===== src/rtl/im_arb_pkg.sv =====
// Shared types and default sizing for the instruction-memory port arbiter.
// Also imported by the fetch-stage bench.
package im_arb_pkg;

    typedef enum logic [1:0] {
        IDLE   = 2'd0,
        IF_ACC = 2'd1,
        LD_ACC = 2'd2
    } arb_state_t;

    localparam int DEF_DATA_WIDTH   = 16;
    localparam int DEF_ADDR_WIDTH   = 8;
    localparam int DEF_LD_BURST_MAX = 4;
    localparam int DEF_TIMEOUT_CYC  = 64;

endpackage


===== src/rtl/im_arb_timer.sv =====
// Per-access timeout down-counter. Loaded at grant; expire fires on the last waiting cycle.
module im_arb_timer
    import im_arb_pkg::*;
#(
    parameter int TIMEOUT_CYC = DEF_TIMEOUT_CYC
) (
    input  logic clk,
    input  logic rst,
    input  logic start,
    input  logic clear,
    input  logic count_en,
    output logic expire
);

    localparam int CW = $clog2(TIMEOUT_CYC + 1);
    localparam logic [CW-1:0] LOAD = CW'(TIMEOUT_CYC - 1);

    logic [CW-1:0] cnt;

    // Counts down from TIMEOUT_CYC-1 and saturates at zero rather than wrapping.
    always_ff @(posedge clk or negedge rst) begin
        if (!rst) begin
            cnt <= '0;
        end else if (start) begin
            cnt <= LOAD;
        end else if (clear) begin
            cnt <= '0;
        end else if (count_en && cnt != '0) begin
            cnt <= cnt - 1'b1;
        end
    end

    assign expire = count_en && (cnt == '0);

endmodule


===== src/rtl/im_access_arbiter.sv =====
// Shares the single instruction-memory port between IF fetch and the loader/debug port,
// with redirect kill, loader burst fairness and access timeout.
//
// state  | meaning
// IDLE   | port free; arbitration happens here, one cycle between accesses
// IF_ACC | fetch request outstanding on the memory port
// LD_ACC | loader read/write outstanding on the memory port
module im_access_arbiter
    import im_arb_pkg::*;
#(
    parameter int DATA_WIDTH   = DEF_DATA_WIDTH,
    parameter int ADDR_WIDTH   = DEF_ADDR_WIDTH,
    parameter int LD_BURST_MAX = DEF_LD_BURST_MAX,
    parameter int TIMEOUT_CYC  = DEF_TIMEOUT_CYC
) (
    input  logic                  clk,
    input  logic                  rst,
    input  logic                  if_req_i,
    input  logic [ADDR_WIDTH-1:0] if_addr_i,
    input  logic                  flush_i,
    output logic [DATA_WIDTH-1:0] if_rdata_o,
    output logic                  if_valid_o,
    output logic                  stall_if_o,
    input  logic                  ld_req_i,
    input  logic                  ld_we_i,
    input  logic [ADDR_WIDTH-1:0] ld_addr_i,
    input  logic [DATA_WIDTH-1:0] ld_wdata_i,
    output logic [DATA_WIDTH-1:0] ld_rdata_o,
    output logic                  ld_done_o,
    output logic                  mem_req_o,
    output logic                  mem_we_o,
    output logic [ADDR_WIDTH-1:0] mem_addr_o,
    output logic [DATA_WIDTH-1:0] mem_wdata_o,
    input  logic [DATA_WIDTH-1:0] mem_rdata_i,
    input  logic                  mem_ready_i,
    output logic                  timeout_o
);

    localparam int BW = $clog2(LD_BURST_MAX + 1);
    localparam logic [BW-1:0] BURST_LIM = BW'(LD_BURST_MAX);

    arb_state_t            state_q, state_d;
    logic                  mem_req_d, mem_we_d;
    logic [ADDR_WIDTH-1:0] mem_addr_d;
    logic [DATA_WIDTH-1:0] mem_wdata_d, if_rdata_d, ld_rdata_d;
    logic                  if_valid_d, ld_done_d, timeout_d;
    logic                  kill_q, kill_d;
    logic [BW-1:0]         burst_q, burst_d;
    logic                  grant_if, grant_ld, acc_end, expire;

    im_arb_timer #(
        .TIMEOUT_CYC (TIMEOUT_CYC)
    ) u_timer (
        .clk      (clk),
        .rst      (rst),
        .start    (grant_if || grant_ld),
        .clear    (acc_end),
        .count_en (mem_req_o && !mem_ready_i),
        .expire   (expire)
    );

    always_ff @(posedge clk or negedge rst) begin
        if (!rst) begin
            state_q     <= IDLE;
            mem_req_o   <= 1'b0;
            mem_we_o    <= 1'b0;
            mem_addr_o  <= '0;
            mem_wdata_o <= '0;
            if_valid_o  <= 1'b0;
            if_rdata_o  <= '0;
            ld_done_o   <= 1'b0;
            ld_rdata_o  <= '0;
            timeout_o   <= 1'b0;
            kill_q      <= 1'b0;
            burst_q     <= '0;
        end else begin
            state_q     <= state_d;
            mem_req_o   <= mem_req_d;
            mem_we_o    <= mem_we_d;
            mem_addr_o  <= mem_addr_d;
            mem_wdata_o <= mem_wdata_d;
            if_valid_o  <= if_valid_d;
            if_rdata_o  <= if_rdata_d;
            ld_done_o   <= ld_done_d;
            ld_rdata_o  <= ld_rdata_d;
            timeout_o   <= timeout_d;
            kill_q      <= kill_d;
            burst_q     <= burst_d;
        end
    end

    always_comb begin
        state_d     = state_q;
        mem_req_d   = mem_req_o;
        mem_we_d    = mem_we_o;
        mem_addr_d  = mem_addr_o;
        mem_wdata_d = mem_wdata_o;
        if_valid_d  = 1'b0;
        if_rdata_d  = if_rdata_o;
        ld_done_d   = 1'b0;
        ld_rdata_d  = ld_rdata_o;
        timeout_d   = timeout_o;
        kill_d      = kill_q;
        grant_if    = 1'b0;
        grant_ld    = 1'b0;
        acc_end     = 1'b0;

        case (state_q)
            IDLE: begin
                if (ld_req_i && burst_q < BURST_LIM) begin
                    grant_ld = 1'b1;
                end else if (if_req_i && !flush_i) begin
                    grant_if = 1'b1;
                end else if (ld_req_i) begin
                    grant_ld = 1'b1;
                end
                if (grant_ld) begin
                    state_d     = LD_ACC;
                    mem_req_d   = 1'b1;
                    mem_we_d    = ld_we_i;
                    mem_addr_d  = ld_addr_i;
                    mem_wdata_d = ld_we_i ? ld_wdata_i : '0;
                end else if (grant_if) begin
                    state_d     = IF_ACC;
                    mem_req_d   = 1'b1;
                    mem_we_d    = 1'b0;
                    mem_addr_d  = if_addr_i;
                    mem_wdata_d = '0;
                end
            end
            IF_ACC, LD_ACC: begin
                if (state_q == IF_ACC && flush_i) begin
                    kill_d = 1'b1;
                end
                if (mem_ready_i || expire) begin
                    acc_end = 1'b1;
                end
                if (mem_ready_i) begin
                    // A redirect arriving with the data still discards it.
                    if (state_q == IF_ACC && !kill_q && !flush_i) begin
                        if_valid_d = 1'b1;
                        if_rdata_d = mem_rdata_i;
                    end else if (state_q == LD_ACC) begin
                        ld_done_d  = 1'b1;
                        ld_rdata_d = mem_we_o ? '0 : mem_rdata_i;
                    end
                end else if (expire) begin
                    timeout_d = 1'b1;
                end
                if (acc_end) begin
                    state_d     = IDLE;
                    mem_req_d   = 1'b0;
                    mem_we_d    = 1'b0;
                    mem_addr_d  = '0;
                    mem_wdata_d = '0;
                    kill_d      = 1'b0;
                end
            end
            default: state_d = IDLE;
        endcase

        burst_d = burst_q;
        if (!if_req_i || grant_if) begin
            burst_d = '0;
        end else if (grant_ld && burst_q != BURST_LIM) begin
            burst_d = burst_q + 1'b1;
        end
    end

    // Reset forces the stall low too, so every output is quiet while rst is asserted.
    assign stall_if_o = rst && ((if_req_i && !if_valid_o) || state_q == LD_ACC);

endmodule


===== config.mk =====
export PLATFORM = sky130hd
export DESIGN_NAME = im_access_arbiter
export DESIGN_NICKNAME = d
export VERILOG_FILES = /design/src/rtl/im_arb_pkg.sv /design/src/rtl/im_arb_timer.sv /design/src/rtl/im_access_arbiter.sv
export SDC_FILE = /design/constraint.sdc
export NUM_CORES = 1
export LEC_CHECK = 0
export CORE_MARGIN = 10
export CORE_UTILIZATION = 45
export DETAILED_ROUTE_END_ITERATION = 16
export GPL_TIMING_DRIVEN = 0
export PLACE_DENSITY = 0.83
export SLEW_MARGIN = 10
export SYNTH_ARGS = -nofsm -noshare
export SYNTH_HDL_FRONTEND = slang
export SYNTH_SLANG_ARGS = --single-unit

===== constraint.sdc =====
create_clock -name clk -period 2.6 [get_ports clk]
set_clock_uncertainty 0.15 [all_clocks]
set_input_delay 0.52 -clock clk [delete_from_list [all_inputs] [get_ports clk]]
set_output_delay 0.52 -clock clk [all_outputs]
set_load 0.02 [all_outputs]

# Word level (Yosys, flattened, before mapping)
# Cells that the tools add are included.
[totals] in_bits=55 ff_bits=74 elab_cells=104 out_inout_bits=62
[op_classes] reduce_logical=34 muxes=47 n_bitwise=2 order_cmp=1 n_eq_ne=5 addsub=2
[op_table] operator="16-bit 2-to-1 mux" n=5
[op_table] operator="16-bit case mux with 2 select lines" n=1
[op_table] operator="1-bit 2-to-1 mux" n=26
[op_table] operator="8-bit 2-to-1 mux" n=3
[op_table] operator="7-bit 2-to-1 mux" n=3
[op_table] operator="8-bit case mux with 2 select lines" n=1
[op_table] operator="1-bit logical AND" n=11
[op_table] operator="3-bit AND reduction" n=3
[op_table] operator="7-bit logical NOT" n=1
[op_table] operator="7-bit nonzero test" n=1
[op_table] operator="7-bit by 1-bit subtractor with 7-bit output (second input constant)" n=1
[op_table] operator="2-bit 2-to-1 mux" n=3
[op_table] operator="3-bit 2-to-1 mux" n=2
[op_table] operator="3-bit inequality test (second input constant)" n=2
[op_table] operator="2-bit nonzero test" n=3
[op_table] operator="1-bit logical NOT" n=5
[op_table] operator="1-bit logical OR" n=4
[op_table] operator="1-bit case mux with 2 select lines" n=2
[op_table] operator="2-bit case mux with 2 select lines" n=1
[op_table] operator="2-bit AND reduction" n=2
[op_table] operator="4-bit AND reduction" n=1
[op_table] operator="3-bit by 1-bit adder with 3-bit output (second input constant)" n=1
[op_table] operator="3-bit < comparator (second input constant)" n=1
[op_table] operator="3-bit nonzero test" n=1
[op_table] operator="6 further kinds" n=7

# Depth between registers and ports, before layout
# Gate-level depths: netlist (run 1).
[logic_depth] word_depth=9 depth_mapped=8 ltp_nobuf=6

# Cells and area by module
# From an unflattened synthesis (run 1), not the netlist that was laid out.
[unflattened] hier_cells=302 hier_area_um2=3638.5
[modules_own_cells] mod="im_access_arbiter" n_inst=1 seq_area_each_um2=1676.6 cells_per_inst=261 area_each_um2=3216.8
[modules_own_cells] mod="im_arb_timer" n_inst=1 seq_area_each_um2=175.2 cells_per_inst=41 area_each_um2=421.7

# Least setup slack after synthesis (run 1)
# Ideal clock, no wire load.
[synth_timing] path_kind="reg2reg" startpoint="reg u_timer.cnt[0]" endpoint="reg mem_addr_o[6]" setup_slack_ns=0.646 arrival_time_ns=1.683 setup_time_ns=0.121 required_ns=2.329 n_path_buf=1 synth_period_minus_slack_ns=1.954 path_stages_with_launch=8 path_cell_list="dfrtp_1 inv_1 ha_1 and4bb_4 a21oi_2 a211o_4 buf_6 a22o_1"
[synth_between] elab_chain_cells=7
[synth_lines] item="start: declaration" line_no="im_arb_timer.sv:18" text="logic [CW-1:0] cnt;"
[synth_lines] item="start signal: assignment" line_no="im_arb_timer.sv:29" text="cnt <= cnt - 1'b1;"
[synth_lines] item="7-bit logical NOT" line_no="im_arb_timer.sv:33" text="assign expire = count_en && (cnt == '0);"
[synth_lines] item="1-bit logical AND" line_no="im_arb_timer.sv:33"
[synth_lines] item="1-bit logical OR" line_no="im_access_arbiter.sv:135" text="if (mem_ready_i || expire) begin"
[synth_lines] item="1-bit 2-to-1 mux" line_no="im_access_arbiter.sv:135"
[synth_lines] item="1-bit 2-to-1 mux" line_no="im_access_arbiter.sv:108" text="case (state_q)"
[synth_lines] item="2-bit inequality test (no line)"
[synth_lines] item="3-bit AND reduction (no line)"
[synth_lines] item="end signal: assignment" line_no="im_access_arbiter.sv:80" text="mem_addr_o <= mem_addr_d;"
[synth_lines] item="end: declaration" line_no="im_access_arbiter.sv:32" text="output logic [ADDR_WIDTH-1:0] mem_addr_o,"
# Every way passes these cells. The select of a mux whose other input is x is not followed.
# A chain may end at the register's enable or synchronous reset.

# Worst setup path in the final report (run 1)
[layout_timing] startpoint="in rst" endpoint="out stall_if_o"
[layout_between] elab_chain_cells=1
[layout_lines] item="start: declaration" line_no="im_access_arbiter.sv:17" text="input logic rst,"
[layout_lines] item="1-bit logical AND" line_no="im_access_arbiter.sv:171" text="assign stall_if_o = rst && ((if_req_i && !if_valid_o) || state_q == LD_ACC);"
[layout_lines] item="end: declaration" line_no="im_access_arbiter.sv:23" text="output logic stall_if_o,"
# Every way passes these cells.

==> results.json, run 1 <==
{
  "outcome": "complete, no violations",
  "coreArea_um2": 7210,
  "path_delay_family": "buffers and inverters",
  "async_flop_share": 1.00,
  "synth-edff-count": 0,
  "fin_crit_sh": 0.916,
  "synthTopCellsByArea": "dfrtp_1 (56%), mux2_2 (8.5%), a22o_1 (6.6%)",
  "nNetsFinal": 471,
  "synth.distinct_cells": 46,
  "clk_latency_ns": 0.34,
  "grt_max_degree": 29,
  "gp_congestion": 0.801,
  "rsz0062_at_grt": "false",
  "path_cells": "dlygate4sd3_1 > buf_6 > buf_16 > o21a_1 > clkbuf_2",
  "slew-limit-headroom": 0.351,
  "place_ws_ns": -0.0871,
  "syn_inst": 278,
  "seq_area_frac_synth": 0.559,
  "p_per_area_nw_per_um2": 1070,
  "first_iter_violations": 106,
  "met3_usage": 0.0597,
  "dieHeight_um": 106,
  "grt_pass1_vias": 2858,
  "endpoint_kind": "primary output",
  "clk_pin_slew_ns": 0.09,
  "area_growth_pct": 48.0,
  "diodes": 0,
  "synth_top_flop_cell": "dfrtp_1",
  "multiInputGateArea_um2": 1360,
  "syn_area_um2": 3310,
  "cts_setup_buffers": 0,
  "p_leak_nw": 2.22,
  "port_buffers": 116,
  "slowest_stage": "dlygate4sd3_1",
  "grt_first_pass_wirelength_mm": 14.9,
  "post_synth.cell_area_avg_um2": 11.9,
  "setup_violations": 0,
  "finalPower_mw": 5.23,
  "drc": 0,
  "io_pins": 117,
  "final_cell_mix": "clkdlybuf4s50_1 (114), dfrtp_1 (74), nand2_1 (43)",
  "drtPass1Iterations": 4,
  "rows": 31,
  "busiest_layer": "met2",
  "grtUsageMet2": 0.271,
  "layout_commonest_cell": "clkdlybuf4s50_1",
  "cts_tree": "done",
  "dp_hpwl_mm": 7.02,
  "critical_path_arrival_ns": 1.71,
  "track_usage": 0.165,
  "met1_usage": 0.186,
  "cp.required_ns": 1.93,
  "fin_ws_ns": 0.218,
  "yosys.area.top_type_share": 0.559,
  "start_kind": "primary input",
  "initial_core_util": 0.459,
  "drv_cap": 0,
  "overflow": 0,
  "finalCriticalPeriod_ns": 2.38,
  "drive_above_1_share": 0.152,
  "wl_per_cell_um": 17.8,
  "syn-num-nets": 339,
  "antenna_found_initial": 0,
  "finalNonFillerCells": 514,
  "dieArea_um2": 11200,
  "wl_mm": 9.16,
  "fillers": 569,
  "die_x_um": 106,
  "fmax_mhz": 420,
  "yosys.area.top_type": "dfrtp_1",
  "clockRootBuffer": "clkbuf_8",
  "hold_path_class": "reg -> reg",
  "viasPerCell": 5.25,
  "ff2ff_setup_slack_ns": 0.37,
  "path_class": "in -> out",
  "ant_nets": 0,
  "crit_path_max_fanout": 28,
  "slew_viol_final": 0,
  "worst_slew_pin_slew_ns": 0.973,
  "cts_buffer_depth": 2,
  "regArea_um2": 1850,
  "place_inst": 494,
  "via_count": 2699,
  "peakVddDrop_uv": 523,
  "slowest_delay_ns": 0.55,
  "cts_made_buffers": 9,
  "clock-sinks": 74,
  "cp_num_buf_inv": 4,
  "hold_viol_final": 0,
  "ys_warn_count": 0,
  "htreeDepth": 3,
  "ys_ff_latch": 74
}
## cell usage after synthesis, drive strengths merged (2+ instances only)
library cell and instances:
mux2 25, nor2 6, dfrtp 74, nand3b 18
nand3 3, nand2 43, ha 6, buf 8
clkbuf 3, a21o 3, nor3 5, a21oi 6
or3 2, o22ai 2, a22o 25, inv 9
o21a 2, a31oi 3, nor2b 4, o21ai 7
o211ai 2, nand2b 3
## registers in the layout, summed over array words and instances, names as in the netlist
name,flops
burst_q,3
state_q,2
mem_addr_o,8
u_timer.cnt,7
mem_we_o,1
ld_rdata_o,16
if_valid_o,1
ld_done_o,1
kill_q,1
if_rdata_o,16
timeout_o,1
mem_req_o,1
mem_wdata_o,16
## power breakdown
group | total (mW) | internal [mW] | switching (mW)
Clock | 0.984 | 0.544 | 0.440
Combinational | 2.45 | 1.18 | 1.27
Sequential | 1.80 | 1.55 | 0.253
## worst reg2reg max path, stage by stage, from the launching register on
cell and delay [ns]:
dfrtp_1 0.40, inv_1 0.10, ha_1 0.29, o21ai_0 0.29, nor2_1 0.68, o22a_1 0.25
## through the flow
step                setup TNS [ns]  instance area (um2)  hold WS [ns]   util
floorplan                        0                 3310        0.0744      -
global placement           -127.61                 4600         0.300  0.637
detailed placement          -0.746                 4620         0.305  0.641
CTS                              0                 4900         0.324  0.680
global route                     0                 4900         0.340  0.680
finish                           0                 4900         0.319  0.680
## final cells by class
cell class,instances,area share
inverters,9,0.00689
flip-flops and latches,74,0.378
clock inverters,6,0.0184
clock buffers,10,0.0260
well taps,99,0.0253
multi-input cells,184,0.278
repair buffers,121,0.254
plain buffers,11,0.0130
## worst paths after layout
kind                                from  depth (start not counted)             to
max                                  rst                          5     stall_if_o
min in group asynchronous            rst                          3  if_rdata_o[0]
min reg2reg                ld_rdata_o[9]                          2  ld_rdata_o[9]
max reg2reg                   state_q[1]                          5      mem_req_o
max in group asynchronous            rst                          4  ld_rdata_o[9]
min                        ld_rdata_o[9]                          2  ld_rdata_o[9]
## routing by layer
metal,part of all wire,up-vias
li1,-,1260
met1,0.40,1333
met2,0.50,86
met3,0.070,20
met4,0.034,0
met5,0,-
## what timing repair did
action | CTS | global route
endpoints found under the setup margin | 1 | 22
cloned | 0 | 0
gates resized for setup | 2 | 3
endpoints found under the hold margin | 27 | 0
hold buffers | 4 | 0
## cell families (layout without fill, tap and decap cells)
family                   Yosys count  count (layout)  synth area share
AND/OR/NAND/NOR                   94              94             0.161
multiplexers                      26              26            0.0880
buffers and inverters             20             157            0.0295
adder cells (fa/ha/maj)            6               6            0.0227
flip-flops                        74              74             0.559
AO/OA/AOI/OAI                     58              58             0.140
Note: power is estimated with default switching activity, not from simulation.
==> inputs of run 2 (changes only) <==
- GPL_TIMING_DRIVEN: 0 -> 1
==> run 2 against run 1 <==
Power decreased by 1.7%. Fmax increased by 6.0%. Clock power decreased by 5.0%. Critical path type is now in -> reg. Register-to-register slack improved by 0.04 ns. Sequential power about the same. Via count decreased by 1.3%. Die area unchanged. Combinational power decreased by 2%. Design area decreased by 1.7%. Utilization decreased by 1.1 points. Sequential share of layout area increased by 0.64 points. Largest cell class unchanged. Routed wire length decreased by 0.60%.
==> results.json, run 2 (synthesis gave the netlist of run 1 again) <==
{
  "fin_setup_tns_ns": 0,
  "io_pins": 117,
  "track_usage": 0.163,
  "worst_r2r_path_depth": 6,
  "p_per_area_nw_per_um2": 1070,
  "slowest_delay_ns": 0.57,
  "cts_buffer_depth": 2,
  "grt_pass1_vias": 2823,
  "fin_crit_sh": 0.864,
  "crit_path_max_fanout": 9,
  "path_cells": "clkdlybuf4s50_1 > buf_4 > nor2b_1 > o21ai_0 > nor2_1 > o22a_1",
  "wl_per_cell_um": 18.0,
  "drv_cap": 0,
  "top_regs": "if_rdata_o: 16 flops, ld_rdata_o: 16 flops, mem_wdata_o: 16 flops",
  "path_class": "in -> reg",
  "cts_setup_buffers": 0,
  "switching_share": 0.389,
  "first_iter_violations": 146,
  "slew_viol_final": 0,
  "pwr-share-clk": 0.182,
  "grt_first_pass_wirelength_mm": 14.8,
  "path_delay_family": "simple AND/OR/NAND/NOR gates",
  "slowest_stage": "nor2_1",
  "ctsResizeCount": 0,
  "die_x_um": 106,
  "dieArea_um2": 11200,
  "drtPass1Iterations": 4,
  "rows": 31,
  "peakVddDrop_uv": 461,
  "gp_congestion": 0.764,
  "wl_mm": 9.10,
  "seqPwrFrac": 0.354,
  "fmax_mhz": 445,
  "p_leak_nw": 2.19,
  "via_count": 2665,
  "clk_pin_slew_ns": 0.09,
  "worst_slew_pin_slew_ns": 1.03,
  "ff2ff_setup_slack_ns": 0.41,
  "layout_commonest_cell": "clkdlybuf4s50_1",
  "dieHeight_um": 106,
  "viasPerCell": 5.26,
  "startpoint": "if_req_i",
  "hold_path_class": "in -> async",
  "endpoint_kind": "flip-flop",
  "port_buffers": 116,
  "overflow": 0,
  "nNetsFinal": 464,
  "p_sw_mw": 2.00,
  "initial_core_util": 0.459,
  "clk_latency_ns": 0.34,
  "diodes": 0,
  "critical_path_arrival_ns": 2.38,
  "final_cell_mix": "clkdlybuf4s50_1 (114), dfrtp_1 (74), nand2_1 (43)",
  "coreArea_um2": 7210,
  "crit_cells": 6,
  "critPathCapture": "mem_req_o",
  "cts_hold_buf": 0,
  "antenna_found_initial": 0,
  "ant_nets": 0,
  "cts_tree": "done",
  "reg2reg_to": "mem_wdata_o[7]",
  "finalCriticalPeriod_ns": 2.25,
  "area_growth_pct": 45.5,
  "hold_viol_final": 0,
  "start_kind": "primary input",
  "cp_num_buf_inv": 2,
  "drc": 0,
  "slew-limit-headroom": 0.308,
  "drive_above_1_share": 0.150,
  "outcome": "complete, no violations",
  "final_util": 0.668,
  "grt_max_degree": 75,
  "htreeDepth": 3,
  "setup_violations": 0,
  "combPwrFrac": 0.465,
  "dp_hpwl_mm": 6.88,
  "clockRootBuffer": "clkbuf_8",
  "cp.required_ns": 2.73,
  "worstReg2RegStart": "state_q[1]",
  "cts_made_buffers": 9,
  "internal-power_mw": 3.14,
  "fillers": 566,
  "rsz0062_at_grt": "false",
  "clock-sinks": 74
}
## run 2: layout make-up
type / count / area, um2 / area share
clock inverters: 7 / 82.6 / 0.0171
flip-flops and latches: 74 / 1850 / 0.384
inverters: 9 / 33.8 / 0.00701
multi-input cells: 184 / 1360 / 0.283
repair buffers: 125 / 1240 / 0.257
clock buffers: 9 / 124 / 0.0257
well taps: 99 / 124 / 0.0257
## run 2: routing by layer
metal / GRT usage / part of all wire / vias up / wire length [um]
met3: 0.0542 / 0.070 / 10 / 637
met5: 0 / 0 / - / 0
li1: - / - / 1248 / -
met4: 0.0648 / 0.014 / 0 / 131
met1: 0.182 / 0.39 / 1321 / 3550
met2: 0.281 / 0.53 / 86 / 4780
## run 2: power by group through the flow
stage	clock (mW)	sequential (mW)	combinational (mW)
final	0.935	1.82	2.39
after global routing	1.00	1.87	2.57
after CTS	0.952	1.81	2.42
after detailed placement	0	1.83	2.42
after global placement	0	1.81	2.35
after floorplan	0	2.20	0.966
## run 2: how the worst min path moves through the flow
stage / slack [ns] / to / cells past startpoint
after detailed placement: 0.31 / ld_rdata_o[12] / 2
after floorplan: 0.07 / burst_q[0] / 0
after global routing: 0.32 / ld_rdata_o[3] / 2
after CTS: 0.28 / if_rdata_o[4] / 2
after global placement: 0.30 / ld_rdata_o[9] / 2
final: 0.24 / if_rdata_o[3] / 2
## run 2: stage by stage
stage	cells	worst slack [ns]	hold slack, ns	power, mW	area, um2
finish	507	0.352	0.243	5.14	4820
global route	507	0.235	0.316	5.44	4820
CTS	507	0.0250	0.276	5.18	4820
detailed placement	491	0.00626	0.306	4.24	4610
global placement	491	0.0573	0.299	4.16	4610
floorplan	278	0.646	0.0744	3.17	3310
